## src/rtl/match_collector.sv

```systemverilog
// -----------------------------------------------------------------------------
// match_collector
//
// Gathers per-window compare vectors from an array of NPE match lanes. It
// decides whether each window is a full pattern match and queues the window
// start position of every match in a small result FIFO. It also keeps a
// saturating count of matches and a sticky flag for matches lost to a full
// FIFO.
//
// Ports
//   clk          clock, all state updates on the rising edge
//   reset        synchronous, active-high reset
//   start        one-cycle pulse, begins a new search and latches plen
//   plen         active pattern length (clamped to NPE), sampled on start
//   in_valid     match_vec is valid for the next string window
//   in_last      marks the final window of the string (qualified by in_valid)
//   match_vec    per-lane compare bits, bit i = pattern[i] == string[pos+i]
//   out_valid    out_pos holds a reported match position
//   out_ready    consumer takes out_pos when out_valid && out_ready
//   out_pos      window start position of a full match (FIFO head)
//   match_count  number of full matches in the current search (saturating)
//   overflow     sticky, at least one match position was dropped
//   busy         search in progress (RUN or DRAIN)
//   done         search finished and all results drained
// -----------------------------------------------------------------------------
module match_collector #(
    parameter int NPE        = 8,
    parameter int POS_W      = 16,
    parameter int CNT_W      = 16,
    parameter int FIFO_DEPTH = 4
) (
    input  logic                       clk,
    input  logic                       reset,
    input  logic                       start,
    input  logic [$clog2(NPE+1)-1:0]   plen,
    input  logic                       in_valid,
    input  logic                       in_last,
    input  logic [NPE-1:0]             match_vec,
    output logic                       out_valid,
    input  logic                       out_ready,
    output logic [POS_W-1:0]           out_pos,
    output logic [CNT_W-1:0]           match_count,
    output logic                       overflow,
    output logic                       busy,
    output logic                       done
);

    localparam int PLEN_W = $clog2(NPE + 1);
    localparam int AW     = (FIFO_DEPTH > 1) ? $clog2(FIFO_DEPTH) : 1;

    typedef enum logic [1:0] {
        IDLE  = 2'd0,
        RUN   = 2'd1,
        DRAIN = 2'd2,
        DONE  = 2'd3
    } state_t;

    state_t              state, state_nxt;
    logic [PLEN_W-1:0]   plen_q;
    logic [POS_W-1:0]    pos;
    logic [CNT_W-1:0]    match_count_q;
    logic                overflow_q;

    logic [POS_W-1:0]    fifo_mem [FIFO_DEPTH];
    logic [AW-1:0]       rd_ptr, wr_ptr;
    logic [AW:0]         fifo_cnt, fifo_cnt_nxt;

    logic                accept, hit, full, push, pop;

    // Lengths above the lane count cannot be honoured; use every lane instead.
    function automatic logic [PLEN_W-1:0] clamp_plen(input logic [PLEN_W-1:0] p);
        if (int'(p) > NPE)
            return PLEN_W'(NPE);
        return p;
    endfunction

    // A window matches when the low p lanes all compare equal; a zero-length
    // pattern never matches.
    function automatic logic pattern_hit(input logic [NPE-1:0]    vec,
                                         input logic [PLEN_W-1:0] p);
        logic [NPE-1:0] mask;
        mask = '0;
        for (int i = 0; i < NPE; i++)
            if (i < int'(p))
                mask[i] = 1'b1;
        return (p != '0) && ((vec & mask) == mask);
    endfunction

    function automatic logic [CNT_W-1:0] sat_inc(input logic [CNT_W-1:0] c);
        return (c == {CNT_W{1'b1}}) ? c : c + 1'b1;
    endfunction

    assign accept = (state == RUN) && in_valid && !start;
    assign hit    = accept && pattern_hit(match_vec, plen_q);
    assign full   = (fifo_cnt == (AW+1)'(FIFO_DEPTH));
    assign pop    = out_valid && out_ready;
    // A pop in the same cycle frees the slot, so a full FIFO can still push.
    assign push   = hit && (!full || pop);

    always_comb begin
        fifo_cnt_nxt = fifo_cnt;
        case ({push, pop})
            2'b10:   fifo_cnt_nxt = fifo_cnt + 1'b1;
            2'b01:   fifo_cnt_nxt = fifo_cnt - 1'b1;
            default: fifo_cnt_nxt = fifo_cnt;
        endcase
    end

    always_comb begin
        state_nxt = state;
        if (start) begin
            state_nxt = RUN;
        end else begin
            case (state)
                IDLE:    state_nxt = IDLE;
                RUN:     if (accept && in_last) state_nxt = DRAIN;
                DRAIN:   if (fifo_cnt_nxt == '0) state_nxt = DONE;
                DONE:    state_nxt = DONE;
                default: state_nxt = IDLE;
            endcase
        end
    end

    always_ff @(posedge clk) begin
        if (reset) begin
            state         <= IDLE;
            plen_q        <= '0;
            pos           <= '0;
            match_count_q <= '0;
            overflow_q    <= 1'b0;
            rd_ptr        <= '0;
            wr_ptr        <= '0;
            fifo_cnt      <= '0;
        end else if (start) begin
            state         <= state_nxt;
            plen_q        <= clamp_plen(plen);
            pos           <= '0;
            match_count_q <= '0;
            overflow_q    <= 1'b0;
            rd_ptr        <= '0;
            wr_ptr        <= '0;
            fifo_cnt      <= '0;
        end else begin
            state <= state_nxt;
            if (accept)
                pos <= pos + 1'b1;
            if (hit)
                match_count_q <= sat_inc(match_count_q);
            if (hit && !push)
                overflow_q <= 1'b1;
            if (push)
                wr_ptr <= wr_ptr + 1'b1;
            if (pop)
                rd_ptr <= rd_ptr + 1'b1;
            fifo_cnt <= fifo_cnt_nxt;
        end
    end

    // Result storage carries no reset; out_pos is gated while empty.
    always_ff @(posedge clk) begin
        if (push)
            fifo_mem[wr_ptr] <= pos;
    end

    assign out_valid   = (fifo_cnt != '0);
    assign out_pos     = out_valid ? fifo_mem[rd_ptr] : '0;
    assign match_count = match_count_q;
    assign overflow    = overflow_q;
    assign busy        = (state == RUN) || (state == DRAIN);
    assign done        = (state == DONE);

endmodule

```

## config.mk

```make
export PLATFORM = sky130hd
export DESIGN_NAME = match_collector
export DESIGN_NICKNAME = d
export VERILOG_FILES = /design/src/rtl/match_collector.sv
export SDC_FILE = /design/constraint.sdc
export NUM_CORES = 1
export LEC_CHECK = 0
export ABC_AREA = 1
export BUFFER_PORTS_ARGS = -buffer_cell sky130_fd_sc_hd__buf_2
export CAP_MARGIN = 20
export CORE_MARGIN = 2
export CORE_UTILIZATION = 45
export DETAILED_ROUTE_END_ITERATION = 12
export PLACE_DENSITY = 0.74
export SYNTH_ARGS = -nofsm -noshare
export SYNTH_HDL_FRONTEND = slang
export SYNTH_SLANG_ARGS = --single-unit
```

## constraint.sdc

```tcl
create_clock -name clk -period 3.6 [get_ports clk]
set_input_delay 0.18 -clock clk [delete_from_list [all_inputs] [get_ports clk]]
set_output_delay 0.18 -clock clk [all_outputs]
set_load 0.01 [all_outputs]
```

==> results of run 1 <==
[through the flow]
stage / instance area [um^2] / hold WS (ps) / instances
after global routing: 5557 / 2.876 / 733
after floorplan: 4931 / 249.1 / 531
after global placement: 5371 / 393.8 / 717
final: 5557 / 18.71 / 733
after CTS: 5557 / 7.875 / 733
after detailed placement: 5371 / 407.0 / 717
[state kept, by name, summed over array words and instances, names as in the netlist, 2 cells and up, named ones only]
register     cells
rd_ptr           2
fifo_mem        64
match_count     16
fifo_cnt         3
wr_ptr           2
state            2
plen_q           4
pos             16
[report_power, final]
group	total (mW)	leakage (nW)	internal, mW	switching [mW]
sequential	1.35	0.897	1.34	0.00414
clock	0.712	0.0957	0.271	0.441
combinational	0.0648	1.08	0.0239	0.0408
total	2.12	2.07	1.64	0.485
[per-layer routing]
layer	routed length, um	share of wire
met5	0	0
met4	57	0.0058
met3	531	0.054
met2	4794	0.49
met1	4361	0.45
[layout by cell type, fill, tap and decap left out, types with 2 or more instances in the layout]
cell and instances:
sky130_fd_sc_hd__a21oi_1 47, sky130_fd_sc_hd__nor2_2 3, sky130_fd_sc_hd__buf_2 53, sky130_fd_sc_hd__ha_1 10, sky130_fd_sc_hd__inv_2 2, sky130_fd_sc_hd__nor4_1 5, sky130_fd_sc_hd__edfxtp_1 64, sky130_fd_sc_hd__clkbuf_8 9
sky130_fd_sc_hd__inv_6 4, sky130_fd_sc_hd__dfxtp_1 48, sky130_fd_sc_hd__nand2_1 47, sky130_fd_sc_hd__nor3_1 16, sky130_fd_sc_hd__nand3_2 2, sky130_fd_sc_hd__nand4_1 6, sky130_fd_sc_hd__o21a_1 2, sky130_fd_sc_hd__nand2_2 4
sky130_fd_sc_hd__nand3_1 22, sky130_fd_sc_hd__inv_8 2, sky130_fd_sc_hd__nor2_4 3, sky130_fd_sc_hd__inv_1 62, sky130_fd_sc_hd__clkinv_1 2, sky130_fd_sc_hd__xor2_1 2, sky130_fd_sc_hd__o21ai_0 57, sky130_fd_sc_hd__nor2_1 96
sky130_fd_sc_hd__buf_4 7
[cell type report]
cell class	count	area [um^2]
fill	1011	5189
sequential	112	2883
multi-input combinational	337	1734
timing repair buffer	60	317.8
inverter	68	261.5
tap	140	175.2
clock buffer	10	127.6
clock inverter	6	57.56
[worst min-delay path by stage]
| stage | start | end | slack, ps |
|---|---|---|---|
| 3_3_place_gp | reset | state[0]$_SDFFE_PP0P_ | 390 |
| 5_1_grt | reset | plen_q[3]$_SDFFE_PP0P_ | 3 |
| 6_report | reset | state[0]$_SDFFE_PP0P_ | 20 |
| 4_1_cts | reset | state[0]$_SDFFE_PP0P_ | 8 |
| 2_1_floorplan | reset | state[0]$_SDFFE_PP0P_ | 250 |
| 3_5_place_dp | reset | state[0]$_SDFFE_PP0P_ | 410 |
[critical path, delay by kind of cell (launching register included)]
kind	cells	cell delay, ps
and+or+nand+nor	13	1150
adders and majority gates	2	610
buffers and inverters	3	230
DFF	1	360
AOI/OAI and AO/OA	1	160
[kinds of logic after synthesis]
family,Yosys count,share of synthesized area
AOI/OAI and AO/OA,111,0.1167
adders and majority gates,11,0.02943
xor gates and xnor gates,2,0.003553
buffers and inverters,82,0.06369
and+or+nand+nor,213,0.2020
DFF,112,0.5846
==> key figures, run 1 <==
CTS
  • Buffer count from post-CTS setup fixing: 0
  • Total of hold buffers inserted after clock tree synthesis: 0
  • Clock insertion delay at the later pin of the skew report: about 370 ps
  • CTS Buf Count: 9
  • CTS tree: built
  • Root Driver: sky130_fd_sc_hd__clkbuf_8
  • Clk sink count: roughly 110
  • Number of buffers between clock root and the deepest sink: 2
  • Number of instances resized during post-cts repair: 0
  • H-Tree Depth: 3
  • Clock transition time at the flip-flop clock pins of the worst setup and hold paths: 110 ps

Setup path
  • Setup slack of the most critical reg-to-reg path: approximately 1000 ps
  • Chain of cells forming the critical path: inv_1 > ha_1 > nand3_4 > nor2_4 > nand2_2 > nor2_4 > nand2_2 > nand2_1 > inv_1 > fa_1 > inv_1 > nand2_1 > nand2_1 > nand2_1 > nand2_1 > nand2_1 > nand3_1 > nand3_1 > a21oi_1
  • CP max stage delay: around 380 ps
  • Crit path launch type: flip-flop
  • Crit path arrival time: approximately 2900 ps
  • Cell at the slowest stage of the critical path: sky130_fd_sc_hd__fa_1
  • Setup CP Type: reg -> reg
  • Beginning of the critical path: state[1]$_SDFFE_PP0P_
  • Capture point of the worst path: state[0]$_SDFFE_PP0P_
  • Critical R2R Launch: state[1]$_SDFFE_PP0P_
  • Required time of the worst setup path: about 3900 ps
  • Kind of end point of the critical path: flip-flop
  • End of the worst register-to-register path: state[0]$_SDFFE_PP0P_
  • Max Fanout on Critical Path: 7
  • R2r worst-path depth: 19
  • Most frequent CP cell: sky130_fd_sc_hd__nand2_1

Synthesis
  • Commonest cells post-synth: sky130_fd_sc_hd__nor2_1, sky130_fd_sc_hd__edfxtp_1, sky130_fd_sc_hd__inv_1
  • Top post-synthesis cells by area: sky130_fd_sc_hd__edfxtp_1, sky130_fd_sc_hd__dfxtp_1, sky130_fd_sc_hd__nor2_1
  • Number of standard cells after synthesis: approximately 530
  • Syn avg cell area: 9.286 um^2
  • Primary FF master, synth: sky130_fd_sc_hd__edfxtp_1
  • Number of enable-type register cells in the synthesized netlist: between 60 and 70
  • Seq/Total Area, Yosys: 0.5846
  • Area of the mapped netlist: between 4000 and 5000 um^2
  • Most instantiated library cell after synthesis: sky130_fd_sc_hd__nor2_1
  • Asr flop ratio synth: 0
  • Count of warnings emitted by yosys: 0
  • Flops & latches, synth: about 110
  • Largest area contributor in the netlist: sky130_fd_sc_hd__edfxtp_1
  • Distinct cells, synth: 38
  • Share of the synthesized area in the top cell type: 0.3897
  • Post-Synthesis Net Count: 560

Drt
  • Number of nets still failing antenna checks after routing: 0
  • Drt drc: 0
  • Final wirelength: about 9700 um
  • Number of vias per cell after detailed routing: 5.052
  • Drt first pass iters: 4
  • WL/cell: approximately 13 um
  • Iteration-0 DRC count of the detailed router: 243
  • Via total after detailed routing: ~3,700

STA
  • Peak clock frequency supported by timing: ~0.39 GHz
  • Worst relative slew slack: 0.4666
  • Slew of the pin with the lowest slew margin: approximately 800 ps
  • Final hold viol count: 0
  • RSZ-0062 raised after global routing: false
  • Skew final: between 15 and 20 ps
  • Post-route worst setup slack: about 1000 ps
  • Time the final worst path needs with I/O delays and setup: around 2600 ps
  • Crit share post-route: 0.7201
  • Final max-slew violation count: 0
  • TNS Setup: 0 ps
  • Setup violation total in the final timing report: 0

Placed design
  • I/O Buffers: 53
  • Final Wtd Congestion: 0.8348
  • Post-DP HPWL: around 6500 um
  • Pre-CTS setup slack: approximately 1000 ps

Finish
  • Inserted Diodes: 0
  • Final Net Count: around 620
  • Fraction of final layout cells sized beyond drive strength 1: 0.1653
  • Core Util, Final: 0.5171
  • Area growth from synthesis to layout: 12.69%

Die
  • Die Y: around 110 um
  • Ports: 54
  • Initial Util: 0.4589
  • Die outline width: roughly 110 um
  • Core region area: 10,750 um^2
  • Die outline area: about 12,000 um^2
  • Row count: 38

Hold path
  • Depth of the worst hold-timing path: 2
  • Min-delay worst type: in -> reg

GRT
  • Largest net degree at the start of global routing: 34
  • GRT Residual Overflow: 0
  • GRT Util Overall: 0.1760
  • First-pass GRT wire length: between 15,000 and 20,000 um
  • Via count of the first global-routing pass: around 3,600
  • Number of antenna violations at the first check in global routing: 0
  • Global routing usage on met2: 0.3031
  • Peak-usage layer in the global routing report: met2
  • Met3 routing resource usage after global routing: 0.03407
  • Met1 Track Usage GR: 0.2202

Power and ir drop
  • Power density normalized to cell area: 382.0 nW/um^2
  • Leak Pwr: around 2.1 nW
  • Pwr Total: ~2.1 mW
  • Worst vdd rail ir drop: around 190 uV

Outcome
  • Run status: finished, final reports clean

Flow run
  • # Max-Cap Violations: 0
No activity file was read; power rests on OpenSTA's default activity.
==> inputs of run 2 (changes only) <==
- PLACE_DENSITY: 0.74 -> 0.76
- clock period: 3.6 -> 2.3 ns (I/O delays scaled with it)
==> key figures, run 2 (synthesis results as in run 1) <==
Outcome
  • Run status: complete, but fails checks
  • Violations in the final reports: negative setup slack

CTS
  • Clock transition time at the flip-flop clock pins of the worst setup and hold paths: 110 ps (about the same)
  • Clk sink count: 112 (unchanged)
  • Root Driver: sky130_fd_sc_hd__clkbuf_8
  • H-Tree Depth: 3 (unchanged)
  • CTS tree: built
  • CTS Buf Count: 9 (unchanged)
  • Number of buffers between clock root and the deepest sink: 2 (unchanged)
  • Clock insertion delay at the later pin of the skew report: 360 ps (about the same)

STA
  • Skew final: 10.64 ps (-7.766 ps)
  • Crit share post-route: 1.018 (+0.2981)
  • Slew of the pin with the lowest slew margin: 830.9 ps (+31.70 ps)
  • Peak clock frequency supported by timing: 0.4270 GHz (+11%)
  • Time the final worst path needs with I/O delays and setup: 2342 ps (-250.4 ps)
  • Final max-slew violation count: 0 (unchanged)
  • Setup violation total in the final timing report: 2 (+2)
  • Final hold viol count: 0 (unchanged)
  • Worst relative slew slack: 0.4455 (-0.02116)
  • RSZ-0062 raised after global routing: true
  • Post-route worst setup slack: -41.81 ps (-1050 ps)

Power and ir drop
  • Power density normalized to cell area: 590.4 nW/um^2 (+55%)
  • Net load switching power: 749.7 uW (+54%)
  • Internal power: 2.665 mW (+63%)
  • Worst vdd rail ir drop: 322.0 uV (+69%)
  • Combinational share of power: 0.035 (+0.004)
  • Net switching fraction of the power: 0.2195 (-0.009194)
  • Leak Pwr: 2.198 nW (+6.2%)
  • Sequential share of power: 0.617 (-0.017)
  • Clock network fraction of design power: 0.348 (+0.013)

Flow run
  • # Max-Cap Violations: 0 (unchanged)

Finish
  • Filler cells: 970 (-4.1%)
  • Final standard cell count with taps included and fillers excluded: 748 (+2.0%)
  • Inserted Diodes: 0 (unchanged)
  • Number of flip-flops under the largest register name: 64 (unchanged)
  • Fraction of final layout cells sized beyond drive strength 1: 0.2056 (+0.04033)
  • Largest register by flop count: fifo_mem
  • Area growth from synthesis to layout: 17.31%
  • Final Net Count: 632 (+2.4%)
  • Most frequent standard cell in the layout excluding fill and tap cells: sky130_fd_sc_hd__nor2_1
  • Commonest cells after routing, fill and taps aside: sky130_fd_sc_hd__nor2_1, sky130_fd_sc_hd__edfxtp_1, sky130_fd_sc_hd__inv_1
  • Final cell area excluding filler cells: 5784 um^2 (+4.1%)

Drt
  • Number of nets still failing antenna checks after routing: 0 (unchanged)
  • Number of vias per cell after detailed routing: 5.096 (+0.88%)
  • Drt first pass iters: 4 (unchanged)
  • Final wirelength: 10,360 um (+6.3%)
  • WL/cell: 13.84 um (+4.1%)
  • Iteration-0 DRC count of the detailed router: 265 (+9.1%)
  • Via total after detailed routing: 3,812 (+2.9%)
  • Drt drc: 0 (unchanged)

Placed design
  • Pre-CTS setup slack: -45.78 ps (-1084 ps)
  • I/O Buffers: 53 (unchanged)
  • Placed cell area: 5449 um^2 (+1.4%)
  • Post-DP HPWL: 6715 um (+3.1%)
  • Final Wtd Congestion: 0.7915 (-5.2%)
  • Placed insts: 724 (+0.98%)

GRT
  • Via count of the first global-routing pass: 3,665 (+2.0%)
  • First-pass GRT wire length: 16,570 um (+1.5%)
  • Largest net degree at the start of global routing: 33 (-2.9%)
  • Number of antenna violations at the first check in global routing: 0 (unchanged)
  • GRT Util Overall: 0.1779 (+0.001869)
  • GRT Residual Overflow: 0 (unchanged)

Die
  • Ports: 54 (unchanged)
  • Die outline area: 11,810 um^2 (unchanged)
  • Initial Util: 0.4589 (unchanged)
  • Die outline width: 108.7 um (unchanged)
  • Row count: 38 (unchanged)
  • Die Y: 108.7 um (unchanged)
  • Core region area: 10,750 um^2 (unchanged)

Setup path
  • Max Fanout on Critical Path: 3 (-4)
  • Kind of end point of the critical path: flip-flop
  • Crit path launch type: flip-flop
  • Required time of the worst setup path: 2600 ps (-1290 ps)
  • Crit path arrival time: 2640 ps (-240 ps)
  • Setup CP Type: reg -> reg

Hold path
  • Min-delay worst type: in -> reg
[run 2: cell count changes in the layout (fill, tap and decap cells not counted), moves of 4 or more]
cell and change:
sky130_fd_sc_hd__buf_4 +9, sky130_fd_sc_hd__dlygate4sd3_1 +4, sky130_fd_sc_hd__nand2_1 -5, sky130_fd_sc_hd__nand2_2 +5
[run 2: path summary, 6_finish.rpt]
kind,to,cells past startpoint,slack [ps],start
min reg2reg,rd_ptr[0]$_SDFFE_PP0P_,1,490,rd_ptr[0]$_SDFFE_PP0P_
max,state[0]$_SDFFE_PP0P_,18,-40,state[1]$_SDFFE_PP0P_
max reg2reg,state[0]$_SDFFE_PP0P_,18,-40,state[1]$_SDFFE_PP0P_
min,plen_q[1]$_SDFFE_PP0P_,4,70,plen[3]
[run 2: metrics by stage]
stage          utilization  total power, mW  setup TNS (ps)  hold WS (ps)
6_report            0.5383            3.415          -72.13         67.88
5_1_grt             0.5383            3.521          -361.5         106.2
4_1_cts             0.5307            3.432               0         55.75
3_3_place_gp        0.5071            2.252               0         332.4
3_5_place_dp        0.5071            2.257          -80.22         334.1
2_1_floorplan            -            2.216               0         184.1
[run 2: cell type report]
type,count,area [um^2],share of cell area
clock buffer,9,123.9,0.02141
timing repair buffer,75,465.4,0.08047
inverter,68,261.5,0.04521
sequential,112,2885,0.4988
multi-input combinational,337,1795,0.3104
clock inverter,7,77.57,0.01341
tap,140,175.2,0.03028
[run 2: what timing repair did]
action / CTS / global route
resized for setup: 3 / 17
hold endpoints to repair: 5 / 0
hold buffers: 4 / 0
setup endpoints to repair: 2 / 5
setup buffers: 0 / 4
pin swaps: 0 / 10
[run 2: metal layers]
| layer | part of all wire | wire length (um) | up-vias | track usage |
|---|---|---|---|---|
| li1 | - | - | 1924 | - |
| met1 | 0.46 | 4727 | 1791 | 0.2261 |
| met2 | 0.49 | 5077 | 88 | 0.3116 |
| met3 | 0.044 | 457 | 9 | 0.03407 |
| met4 | 0.0090 | 93 | 0 | 0.04670 |
| met5 | 0 | 0 | - | 0 |
[run 2: worst max-delay path: stages, from the launching register on]
cell	delay, ps
sky130_fd_sc_hd__dfxtp_2	340
sky130_fd_sc_hd__inv_2	70
sky130_fd_sc_hd__ha_4	160
sky130_fd_sc_hd__nand3_4	80
sky130_fd_sc_hd__nor2_4	90
sky130_fd_sc_hd__nand2_2	60
sky130_fd_sc_hd__nor2_4	120
sky130_fd_sc_hd__nand2_2	70
sky130_fd_sc_hd__nand2_2	80
sky130_fd_sc_hd__inv_2	40
sky130_fd_sc_hd__fa_2	570
sky130_fd_sc_hd__nand3_2	80
sky130_fd_sc_hd__nand2_2	70
sky130_fd_sc_hd__nor2_2	40
sky130_fd_sc_hd__nand2_2	70
sky130_fd_sc_hd__nand3_2	80
sky130_fd_sc_hd__nand2_2	80
sky130_fd_sc_hd__nand2_2	60
sky130_fd_sc_hd__a21oi_2	120
[run 2: power by group through the flow]
| stage | logic [mW] | clock network [mW] | registers, mW |
|---|---|---|---|
| after CTS | 0.113 | 1.21 | 2.11 |
| after detailed placement | 0.106 | 0 | 2.15 |
| after global routing | 0.134 | 1.28 | 2.11 |
| after floorplan | 0.0652 | 0 | 2.15 |
| after global placement | 0.102 | 0 | 2.15 |
| final | 0.120 | 1.19 | 2.11 |
==> inputs of run 3 (changes only) <==
- CELL_PAD_IN_SITES_DETAIL_PLACEMENT: unset -> 2
- CELL_PAD_IN_SITES_GLOBAL_PLACEMENT: unset -> 2
- CORE_UTILIZATION: 45 -> 33
- PLACE_DENSITY: 0.76 -> 0.86
==> key figures, run 3 (synthesis results as in run 1) <==
Drt
  • Drt first pass iters: 4 (unchanged)
  • Number of nets still failing antenna checks after routing: 0 (unchanged)
  • Sum of met3 wire segment lengths after detailed routing: 290 um (-37%)
  • Via total after detailed routing: 4,049 (+6.2%)
  • Iteration-0 DRC count of the detailed router: 156 (-41%)
  • Number of vias per cell after detailed routing: 5.042 (-1.1%)
  • Met1 WL: 5870 um (+24%)
  • Amount of wire on met2 after detailed routing: 7832 um (+54%)
  • Max Used Layer: met4
  • WL/cell: 17.64 um (+27%)
  • Final wirelength: 14,170 um (+37%)
  • Drt drc: 0 (unchanged)

Finish
  • Final Net Count: 643 (+1.7%)
  • Fraction of final layout cells sized beyond drive strength 1: 0.2472 (+0.04158)
  • Most frequent standard cell in the layout excluding fill and tap cells: sky130_fd_sc_hd__nor2_1
  • Core Util, Final: 0.4178 (-0.1206)
  • Largest register by flop count: fifo_mem
  • Final standard cell count with taps included and fillers excluded: 803 (+7.4%)
  • Commonest cells after routing, fill and taps aside: sky130_fd_sc_hd__nor2_1, sky130_fd_sc_hd__edfxtp_1, sky130_fd_sc_hd__inv_1
  • Filler cells: 1,581 (+63%)
  • Number of flip-flops under the largest register name: 64 (unchanged)
  • Area growth from synthesis to layout: 23.60%
  • Inserted Diodes: 0 (unchanged)

CTS
  • Clock transition time at the flip-flop clock pins of the worst setup and hold paths: 80 ps (-30 ps)
  • CTS Buf Count: 9 (unchanged)
  • Root Driver: sky130_fd_sc_hd__clkbuf_16
  • CTS tree: built
  • H-Tree Depth: 3 (unchanged)
  • Number of buffers between clock root and the deepest sink: 2 (unchanged)
  • Clk sink count: 112 (unchanged)
  • Clock insertion delay at the later pin of the skew report: 350 ps (about the same)

Setup path
  • Beginning of the critical path: state[1]$_SDFFE_PP0P_
  • Kind of end point of the critical path: flip-flop
  • Most frequent CP cell: sky130_fd_sc_hd__nand2_2
  • Critical R2R Launch: state[1]$_SDFFE_PP0P_
  • Crit path launch type: flip-flop
  • CP max stage delay: 540 ps (-30 ps)
  • Cell at the slowest stage of the critical path: sky130_fd_sc_hd__fa_2
  • Setup CP Type: reg -> reg
  • Crit path arrival time: 2580 ps (-60 ps)
  • Required time of the worst setup path: 2580 ps (-20 ps)
  • Max Fanout on Critical Path: 2 (-1)
  • Chain of cells forming the critical path: inv_2 > ha_4 > nand3_4 > nor2_4 > nand2_2 > nor2_4 > nand2_2 > nand2_2 > inv_2 > fa_2 > nand3_2 > nand2_2 > nor2_2 > nand2_2 > nand3_2 > nand2_2 > nand2_2 > a21oi_2
  • R2r worst-path depth: 18 (unchanged)

STA
  • Peak clock frequency supported by timing: 0.4340 GHz (+1.6%)
  • RSZ-0062 raised after global routing: true
  • Slew of the pin with the lowest slew margin: 682.0 ps (-148.9 ps)
  • Worst Hold Margin: 19.99 ps (-47.89 ps)
  • Crit share post-route: 1.002 (-0.01645)
  • Worst relative slew slack: 0.5448 (+0.09937)
  • Setup violation total in the final timing report: 1 (-1)
  • Final max-slew violation count: 0 (unchanged)
  • Final hold viol count: 0 (unchanged)
  • Post-route worst setup slack: -3.981 ps (+37.83 ps)
  • Time the final worst path needs with I/O delays and setup: 2304 ps (-37.83 ps)
  • Skew final: 9.432 ps (-1.209 ps)

Die
  • Die outline area: 15,940 um^2 (+35%)
  • Die outline width: 126.2 um (+16%)
  • Initial Util: 0.3380 (-0.1209)
  • Core region area: 14,590 um^2 (+36%)
  • Ports: 54 (unchanged)
  • Row count: 44 (+16%)
  • Die Y: 126.2 um (+16%)

Power and ir drop
  • Worst vdd rail ir drop: 298.3 uV (-7.4%)
  • Power density normalized to cell area: 633.3 nW/um^2 (+7.3%)
  • Pwr Total: 3.860 mW (+13%)
  • Leak Pwr: 2.317 nW (+5.4%)

GRT
  • GRT Residual Overflow: 0 (unchanged)
  • Via count of the first global-routing pass: 4,489 (+22%)
  • Largest net degree at the start of global routing: 33 (unchanged)
  • First-pass GRT wire length: 22,710 um (+37%)
  • Number of antenna violations at the first check in global routing: 0 (unchanged)
  • GRT Util Overall: 0.1784 (+0.0004670)

Placed design
  • Placed insts: 772 (+6.6%)
  • Final Wtd Congestion: 0.7731 (-2.3%)
  • I/O Buffers: 53 (unchanged)
  • Post-DP HPWL: 9734 um (+45%)
  • Pre-CTS setup slack: -148.9 ps (-103.1 ps)

Hold path
  • Launch point of the worst hold path: plen[1]
  • Depth of the worst hold-timing path: 3 (-1)
  • Min-delay worst type: in -> reg

Outcome
  • Violations in the final reports: negative setup slack
  • Run status: complete, but fails checks

Flow run
  • # Max-Cap Violations: 0 (unchanged)
## run 3: what timing repair did
item | CTS | global route
setup buffers | 5 | 10
hold buffers | 1 | 0
pin swaps | 10 | 12
resized for setup | 15 | 21
endpoints found under the setup margin | 2 | 9
hold endpoints to repair | 1 | 0
## run 3: critical path: cells and delay by family, from the launching register on
kind / cells / cell delay, ps
AOI/OAI and AO/OA: 1 / 120
buffers and inverters: 2 / 110
adders and majority gates: 2 / 690
and+or+nand+nor: 13 / 990
DFF: 1 / 330
## run 3: per-stage QoR
step	setup TNS, ps	instance area, um^2
after global routing	-357.2	6095
after floorplan	0	4931
final	-3.981	6095
after CTS	-1.423	5952
after global placement	0	5559
after detailed placement	-227.0	5559
## run 3: layout make-up
class,count,area (um^2),area share
clock buffer,9,225.2,0.03695
timing repair buffer,86,565.5,0.09279
inverter,68,264.0,0.04332
multi-input combinational,337,1846,0.3028
tap,184,230.2,0.03777
sequential,112,2888,0.4738
clock inverter,7,76.32,0.01252
## run 3: final timing paths
path,slack (ps),end
min reg2reg,480,rd_ptr[1]$_SDFFE_PP0P_
min,20,plen_q[1]$_SDFFE_PP0P_
max reg2reg,-4,state[0]$_SDFFE_PP0P_
max,-4,state[0]$_SDFFE_PP0P_
## run 3: per-layer routing
metal,vias to the layer above,GRT usage
li1,1953,-
met5,-,0
met1,2032,0.2063
met2,52,0.3450
met3,12,0.02549
met4,0,0.04137
## run 3: where the power goes
part           switching (mW)  internal (mW)
clock                   0.768          0.859
sequential            0.00671           2.10
combinational          0.0786         0.0489
total                   0.853           3.01
